[src/rtl/ps2_key_pkg.sv]
// ps2_key_pkg
// Shared definitions for the PS/2 keyboard command decoder:
//   - scan-code constants for the six game keys and the F0/E0 prefixes
//   - command bit indices used by cmd_pulse / cmd_held
//   - the parser state encoding
//   - keyToCmd(), which maps a scan code to its one-hot command mask
package ps2_key_pkg;

    // Set-2 scan codes for the game keys and the two prefix bytes
    localparam logic [7:0] SC_LEFT     = 8'h6B;
    localparam logic [7:0] SC_RIGHT    = 8'h74;
    localparam logic [7:0] SC_FORWARD  = 8'h73;
    localparam logic [7:0] SC_BACKWARD = 8'h75;
    localparam logic [7:0] SC_FIRE     = 8'h29;
    localparam logic [7:0] SC_RELOAD   = 8'h2D;
    localparam logic [7:0] SC_BREAK    = 8'hF0;
    localparam logic [7:0] SC_EXT      = 8'hE0;

    // Bit positions inside cmd_pulse / cmd_held
    localparam int CMD_LEFT     = 0;
    localparam int CMD_RIGHT    = 1;
    localparam int CMD_FORWARD  = 2;
    localparam int CMD_BACKWARD = 3;
    localparam int CMD_FIRE     = 4;
    localparam int CMD_RELOAD   = 5;
    localparam int CMD_COUNT    = 6;

    // Parser states: nothing pending, F0 seen, E0 seen, E0 F0 seen
    typedef enum logic [1:0] {
        ST_IDLE    = 2'd0,
        ST_BRK     = 2'd1,
        ST_EXT     = 2'd2,
        ST_EXT_BRK = 2'd3
    } parseState_t;

    // One-hot command mask for a scan code; all zeros when the code is unmapped.
    // The E0 prefix is never part of the match, so arrow and keypad keys collide.
    function automatic logic [CMD_COUNT-1:0] keyToCmd(input logic [7:0] code);
        logic [CMD_COUNT-1:0] mask;
        mask = '0;
        case (code)
            SC_LEFT:     mask[CMD_LEFT]     = 1'b1;
            SC_RIGHT:    mask[CMD_RIGHT]    = 1'b1;
            SC_FORWARD:  mask[CMD_FORWARD]  = 1'b1;
            SC_BACKWARD: mask[CMD_BACKWARD] = 1'b1;
            SC_FIRE:     mask[CMD_FIRE]     = 1'b1;
            SC_RELOAD:   mask[CMD_RELOAD]   = 1'b1;
            default:     mask               = '0;
        endcase
        return mask;
    endfunction

endpackage

[src/rtl/ps2_key_decoder_timer.sv]
// key_repeat_timer
// Loadable down-counter shared by the movement auto-repeat and the prefix
// timeout. After a load the counter holds RELOAD; each cycle with run high it
// steps down by one, and expire is raised in the cycle it steps from 1 to 0,
// i.e. exactly RELOAD run-cycles after the load. RELOAD = 0 never expires.
// Ports:
//   topIN_clk_50  in   clock
//   wire_reset    in   asynchronous active-high reset (count -> 0)
//   load          in   reload to RELOAD (highest priority)
//   clear         in   force the count to 0
//   run           in   count down this cycle
//   expire        out  combinational: run is high and the count is at 1
module key_repeat_timer #(
    parameter int unsigned RELOAD = 100
) (
    input  logic topIN_clk_50,
    input  logic wire_reset,
    input  logic load,
    input  logic clear,
    input  logic run,
    output logic expire
);

    localparam int W = (RELOAD > 1) ? $clog2(RELOAD + 1) : 1;
    localparam logic [W-1:0] LOAD_VALUE = W'(RELOAD);
    localparam logic [W-1:0] ONE        = W'(1);

    logic [W-1:0] count;

    // Load wins over clear so that a fresh load in the same cycle as an idle
    // clear still arms the counter; the count parks at 0 once it runs out.
    always_ff @(posedge topIN_clk_50 or posedge wire_reset) begin
        if (wire_reset) begin
            count <= '0;
        end else if (load) begin
            count <= LOAD_VALUE;
        end else if (clear) begin
            count <= '0;
        end else if (run && (count != '0)) begin
            count <= count - ONE;
        end
    end

    assign expire = run && (count == ONE);

endmodule

[src/rtl/ps2_key_decoder.sv]
// ps2_key_decoder
// Turns the raw PS/2 byte stream into game commands: one pulse per physical
// key press (typematic repeats suppressed), a held-key bitmap, controlled
// auto-repeat for the four movement keys and a strobe for unmapped make codes.
// Ports:
//   topIN_clk_50     in   50 MHz system clock
//   wire_reset       in   asynchronous active-high reset
//   scan_code        in   byte from ps2_recv, valid with scan_code_ready
//   scan_code_ready  in   one-cycle strobe for a new byte
//   enable           in   game active; low forces the pulse outputs to 0
//   cmd_pulse        out  one-cycle command strobes (left,right,fwd,back,fire,reload)
//   cmd_held         out  per-command key-down level, same bit order
//   unknown_code     out  one-cycle strobe for an unmapped make code
//   last_code        out  most recent non-prefix byte
module ps2_key_decoder
    import ps2_key_pkg::*;
#(
    parameter int unsigned MOVE_REPEAT_CYCLES = 12_500_000,
    parameter int unsigned PREFIX_TIMEOUT     = 1_000_000
) (
    input  logic       topIN_clk_50,
    input  logic       wire_reset,
    input  logic [7:0] scan_code,
    input  logic       scan_code_ready,
    input  logic       enable,
    output logic [5:0] cmd_pulse,
    output logic [5:0] cmd_held,
    output logic       unknown_code,
    output logic [7:0] last_code
);

    parseState_t state;

    logic [5:0] cmdPulse;
    logic [5:0] cmdHeld;
    logic       unknownCode;
    logic [7:0] lastCode;

    logic       byteIsPrefix;
    logic       byteIsMake;
    logic       byteIsBreak;
    logic [5:0] keyMask;
    logic [5:0] heldNext;
    logic [5:0] makePulse;
    logic [5:0] repeatPulse;
    logic [5:0] pulseNext;
    logic       unknownNext;
    logic       anyMoveNext;

    logic       prefLoad;
    logic       prefClear;
    logic       prefRun;
    logic       prefExpire;
    logic       repLoad;
    logic       repClear;
    logic       repRun;
    logic       repExpire;

    // Classify the incoming byte against the current parser state and work out
    // what it does to the held bitmap. Everything downstream (repeat timer,
    // pulses) looks at heldNext so the byte is always applied before a repeat
    // expiry in the same cycle, and a key released by this byte never repeats.
    always_comb begin
        byteIsPrefix = 1'b0;
        byteIsMake   = 1'b0;
        byteIsBreak  = 1'b0;
        keyMask      = keyToCmd(scan_code);
        heldNext     = cmdHeld;
        makePulse    = '0;
        unknownNext  = 1'b0;

        if (scan_code_ready) begin
            if ((scan_code == SC_BREAK) || (scan_code == SC_EXT)) begin
                byteIsPrefix = 1'b1;
            end else if ((state == ST_BRK) || (state == ST_EXT_BRK)) begin
                byteIsBreak = 1'b1;
            end else begin
                byteIsMake = 1'b1;
            end
        end

        if (byteIsMake) begin
            heldNext    = cmdHeld | keyMask;
            makePulse   = keyMask & ~cmdHeld;
            unknownNext = enable && (keyMask == '0);
        end else if (byteIsBreak) begin
            heldNext = cmdHeld & ~keyMask;
        end
    end

    // The prefix timer is re-armed by every prefix byte and parked at 0 in IDLE;
    // a data byte arriving on the expiry cycle is handled by the FSM first.
    assign prefLoad  = byteIsPrefix;
    assign prefClear = (state == ST_IDLE);
    assign prefRun   = (state != ST_IDLE);

    key_repeat_timer #(
        .RELOAD(PREFIX_TIMEOUT)
    ) prefixTimer (
        .topIN_clk_50(topIN_clk_50),
        .wire_reset  (wire_reset),
        .load        (prefLoad),
        .clear       (prefClear),
        .run         (prefRun),
        .expire      (prefExpire)
    );

    // One shared repeat counter for the movement keys: idle at 0 with nothing
    // held, held at reload while the game is disabled, re-armed by any fresh
    // movement press and by its own expiry.
    assign anyMoveNext = |heldNext[CMD_BACKWARD:CMD_LEFT];
    assign repRun      = enable && anyMoveNext;
    assign repClear    = !anyMoveNext;
    assign repLoad     = anyMoveNext &&
                         (!enable || (|makePulse[CMD_BACKWARD:CMD_LEFT]) || repExpire);
    assign repeatPulse = repExpire ? {2'b00, heldNext[CMD_BACKWARD:CMD_LEFT]} : 6'b000000;
    assign pulseNext   = enable ? (makePulse | repeatPulse) : 6'b000000;

    key_repeat_timer #(
        .RELOAD(MOVE_REPEAT_CYCLES)
    ) repeatTimer (
        .topIN_clk_50(topIN_clk_50),
        .wire_reset  (wire_reset),
        .load        (repLoad),
        .clear       (repClear),
        .run         (repRun),
        .expire      (repExpire)
    );

    // Parser FSM plus all registered outputs. A prefix byte seen while already
    // inside a prefix state keeps that state, except that F0 after E0 moves on
    // to EXT_BRK. With no byte, an expired prefix timer drops back to IDLE.
    always_ff @(posedge topIN_clk_50 or posedge wire_reset) begin
        if (wire_reset) begin
            state       <= ST_IDLE;
            cmdPulse    <= '0;
            cmdHeld     <= '0;
            unknownCode <= 1'b0;
            lastCode    <= 8'h00;
        end else begin
            cmdPulse    <= pulseNext;
            cmdHeld     <= heldNext;
            unknownCode <= unknownNext;

            if (scan_code_ready && !byteIsPrefix) begin
                lastCode <= scan_code;
            end

            if (scan_code_ready) begin
                case (state)
                    ST_IDLE: begin
                        if (scan_code == SC_BREAK) begin
                            state <= ST_BRK;
                        end else if (scan_code == SC_EXT) begin
                            state <= ST_EXT;
                        end
                    end
                    ST_EXT: begin
                        if (scan_code == SC_BREAK) begin
                            state <= ST_EXT_BRK;
                        end else if (!byteIsPrefix) begin
                            state <= ST_IDLE;
                        end
                    end
                    ST_BRK, ST_EXT_BRK: begin
                        if (!byteIsPrefix) begin
                            state <= ST_IDLE;
                        end
                    end
                    default: state <= ST_IDLE;
                endcase
            end else if (prefExpire) begin
                state <= ST_IDLE;
            end
        end
    end

    assign cmd_pulse    = cmdPulse;
    assign cmd_held     = cmdHeld;
    assign unknown_code = unknownCode;
    assign last_code    = lastCode;

endmodule

[config.mk]
export PLATFORM = sky130hd
export DESIGN_NAME = ps2_key_decoder
export DESIGN_NICKNAME = d
export VERILOG_FILES = /design/src/rtl/ps2_key_pkg.sv /design/src/rtl/ps2_key_decoder_timer.sv /design/src/rtl/ps2_key_decoder.sv
export SDC_FILE = /design/constraint.sdc
export NUM_CORES = 1
export LEC_CHECK = 0
export CELL_PAD_IN_SITES_DETAIL_PLACEMENT = 0
export CELL_PAD_IN_SITES_GLOBAL_PLACEMENT = 2
export CORE_MARGIN = 2
export CORE_UTILIZATION = 42
export CTS_CLUSTER_DIAMETER = 80
export DETAILED_ROUTE_END_ITERATION = 10
export DONT_BUFFER_PORTS = 1
export GPL_TIMING_DRIVEN = 0
export PLACE_DENSITY_LB_ADDON = 0.15
export REMOVE_ABC_BUFFERS = 1
export SLEW_MARGIN = 40
export SYNTH_ARGS = -nofsm -noshare
export SYNTH_HDL_FRONTEND = slang
export SYNTH_SLANG_ARGS = --single-unit
[constraint.sdc]
create_clock -name topIN_clk_50 -period 6.5 [get_ports topIN_clk_50]
set_input_delay 0.65 -clock topIN_clk_50 [delete_from_list [all_inputs] [get_ports topIN_clk_50]]
set_output_delay 0.65 -clock topIN_clk_50 [all_outputs]
set_load 0.03 [all_outputs]
==> summary.md <==
| Metric | Value |
|---|---|
| Status | finished, final reports clean |
| Startpoint Class | flip-flop |
| Pwr Total | 1720 uW |
| CTS Hold Bufs | 0 |
| TritonCTS clock tree | yes |
| Yosys warns | 0 |
| Seq/Total Area, Yosys | 0.478 |
| Worst-Margin Slew | 0.755 ns |
| Routed WL | 7710 um |
| Site Rows | 33 |
| Fraction of layout cells with a size suffix above 1 | 0.0879 |
| Maximum clock rate | 0.366 GHz |
| Worst Path Arrival | 2.95 ns |
| Antenna-violating nets left | 0 |
| Max Slew Vio Count | 0 |
| Die height | 95.4 um |
| Clk_lat worst skew | 0.34 ns |
| Post-CTS Resized | 0 |
| N_diodes | 0 |
| Syn avg cell area | 9.11 um2 |
| Setup crit end kind | flip-flop |
| LEAKAGE | 0.00178 uW |
| Post-synth EDFFs | 0 |
| Final setup viols | 0 |
| Fraction of registers with async set/reset | 1.00 |
| Slew Limit Headroom | 0.493 |
| # fillers | 810 |
| Synth Flop Type | dfrtp_1 |
| Post-layout min period | 2.73 ns |
| Root Buffer | clkbuf_8 |
| Postcts setup bufs | 0 |
| Worst r2r src | repeatTimer.count[9] |
| CTS max path bufs | 2 |
| Global-route wire length before repair | 13400 um |
| Final period util | 0.421 |
| Required @ worst endpoint | 6.71 ns |
| Area Growth Syn to Fin | 10.1% |
| Hold/Removal Path Class | in2async |
| Initial DRT Pass Iterations | 5 |
| Post-Synthesis Cells | 385 |
| Die width | 95.4 um |
| Placer Congestion | 0.786 |
| Library cell with the largest summed area after synthesis | dfrtp_1 |
| Vias in the first global route | 2764 |
| Setup TNS | 0 ns |
| Nets | 398 |
| CP Class | reg2reg |
| Wire length per cell | 15.7 um |
| Top cells by area, synth | dfrtp_1, nand2_1, nor2_1 |
| Inserted Clock Buffers | 9 |
| Yosys cell types | 50 |
| Clock transition at path regs | 0.07 ns |
| Largest net degree at the start of global routing | 44 |
| Area of the die | 0.00910 mm2 |
| DR vias/cell | 5.45 |
| Post-synth top area share | 0.478 |
| CP startpoint | repeatTimer.count[9] |
| FF+latch count, synth | 67 |
| Core area | 0.00818 mm2 |
| Max-cap violations | 0 |
| Critical-path maximum fanout | 13 |
| Synthesized area | 0.00351 mm2 |
| Initial antenna violation count | 0 |
| Total grt overflow | 0 |
| DR vias | 2679 |
| GRT Overall Usage | 0.191 |
| Port bufs | 0 |
| Pwr Density | 445 mW/mm2 |
| VDD IR max | 0.000137 V |
| CTS Sinks | 67 |
| IO Pins | 33 |
| RSZ-0062 raised after global routing | no |
| Starting density of the core | 0.429 |
| HPWL Detailed | 5320 um |
| H-tree Lvls | 3 |
| Clk_skew | 0.00767 ns |
| Final Hold Fails | 0 |
| DRC errors left | 0 |
| Drt first-iter violations | 114 |
## registers in the layout, indices dropped and copies added (netlist names)
name / cells
prefixTimer.count: 20
cmd_pulse: 6
unknown_code: 1
last_code: 8
state: 2
repeatTimer.count: 24
cmd_held: 6
## path summary, 6_finish.rpt
| kind | end | slack [ns] | depth (start not counted) |
|---|---|---|---|
| worst min register to register | state[1] | 0.52 | 2 |
| worst max-delay path | repeatTimer.count[16] | 3.77 | 7 |
| worst max register to register | repeatTimer.count[16] | 3.77 | 7 |
| worst min-delay path | cmd_held[1] | 0.11 | 1 |
| max in group asynchronous | repeatTimer.count[23] | 5.89 | 2 |
| min in group topIN_clk_50 | cmd_pulse[4] | 0.37 | 1 |
## stage by stage
stage | hold slack [ns] | util | cell area [um2] | worst slack, ns | std cells
after global placement | 0.481 | 0.436 | 3570 | 3.02 | 474
final | 0.111 | 0.472 | 3860 | 3.77 | 492
after floorplan | 0.461 | - | 3430 | 3.75 | 369
after global routing | 0.111 | 0.472 | 3860 | 3.58 | 492
after detailed placement | 0.480 | 0.444 | 3630 | 3.35 | 476
after CTS | 0.104 | 0.472 | 3860 | 3.72 | 492
## Yosys cell counts (2+ instances only)
library cell / instances
ha_1: 4
nand3_1: 8
nor3b_1: 2
nand2_1: 55
nand3b_1: 4
buf_2: 4
inv_1: 12
o31ai_1: 4
and3_1: 2
nor2b_1: 9
nor3_1: 14
o21a_1: 2
a211oi_1: 2
or4_1: 3
or3_1: 7
o21ai_0: 13
xor2_1: 17
dfrtp_1: 67
a211o_1: 2
mux2i_1: 4
nor4b_1: 2
or2_2: 5
nor2_1: 50
a21oi_1: 24
o211ai_1: 2
nand4_1: 7
xnor2_1: 16
nor4_1: 9
o32ai_1: 3
clkbuf_1: 11
and4_1: 2
## kinds of logic after synthesis
| family | share of synthesized area |
|---|---|
| simple gates | 0.268 |
| mux | 0.0114 |
| xor+xnor | 0.0824 |
| flops | 0.478 |
| compound gates | 0.113 |
| buf+inv | 0.0335 |
| fa+ha+maj | 0.0143 |
## area by class of cell
class	count	area [um2]	area share
clock buffer	12	155	0.0402
multi-input combinational	290	1730	0.449
clock inverter	4	72.6	0.0188
tap	105	131	0.0340
inverter	12	50.0	0.0130
sequential	67	1680	0.434
timing repair buffer	2	42.5	0.0110
## per-layer routing
metal / wire length [um] / share of wire / track usage / vias up
li1: - / - / - / 1331
met1: 3760 / 0.49 / 0.257 / 1294
met2: 3490 / 0.45 / 0.293 / 42
met3: 331 / 0.043 / 0.0458 / 12
met4: 133 / 0.017 / 0.0857 / 0
met5: 0 / 0 / 0 / -
## where the power goes
part	switching, uW	total (uW)	internal [uW]
combinational	430	742	312
clock	158	394	237
sequential	90.1	580	490
## cell usage in the layout, fill, tap and decap left out, types with 2 or more instances in the layout
cell type / n
o21a_1: 2
a21oi_1: 24
and3_1: 2
a211o_1: 2
nor2_1: 50
bufinv_16: 2
nand4_1: 7
xnor2_1: 16
or4_1: 3
dfrtp_1: 67
or3_1: 7
clkbuf_8: 11
nand2_1: 55
nand3_1: 8
nor3b_1: 2
nand3b_1: 4
mux2i_1: 4
ha_1: 4
o21ai_0: 13
o32ai_1: 3
nor4b_1: 2
nor3_1: 14
nor2b_1: 9
a211oi_1: 2
inv_1: 11
and4_1: 2
or2_2: 5
o211ai_1: 2
xor2_1: 17
o31ai_1: 4
nor4_1: 9
## critical path, stage by stage, from the launching register on
cell and delay [ns]:
dfrtp_1 0.42, or3_1 0.42, nor3_1 0.43, and4_1 0.37, nand3_1 0.15, and3_1 0.42
nand2b_2 0.31, nor2_1 0.09
Note: power is estimated with default switching activity, not from simulation.
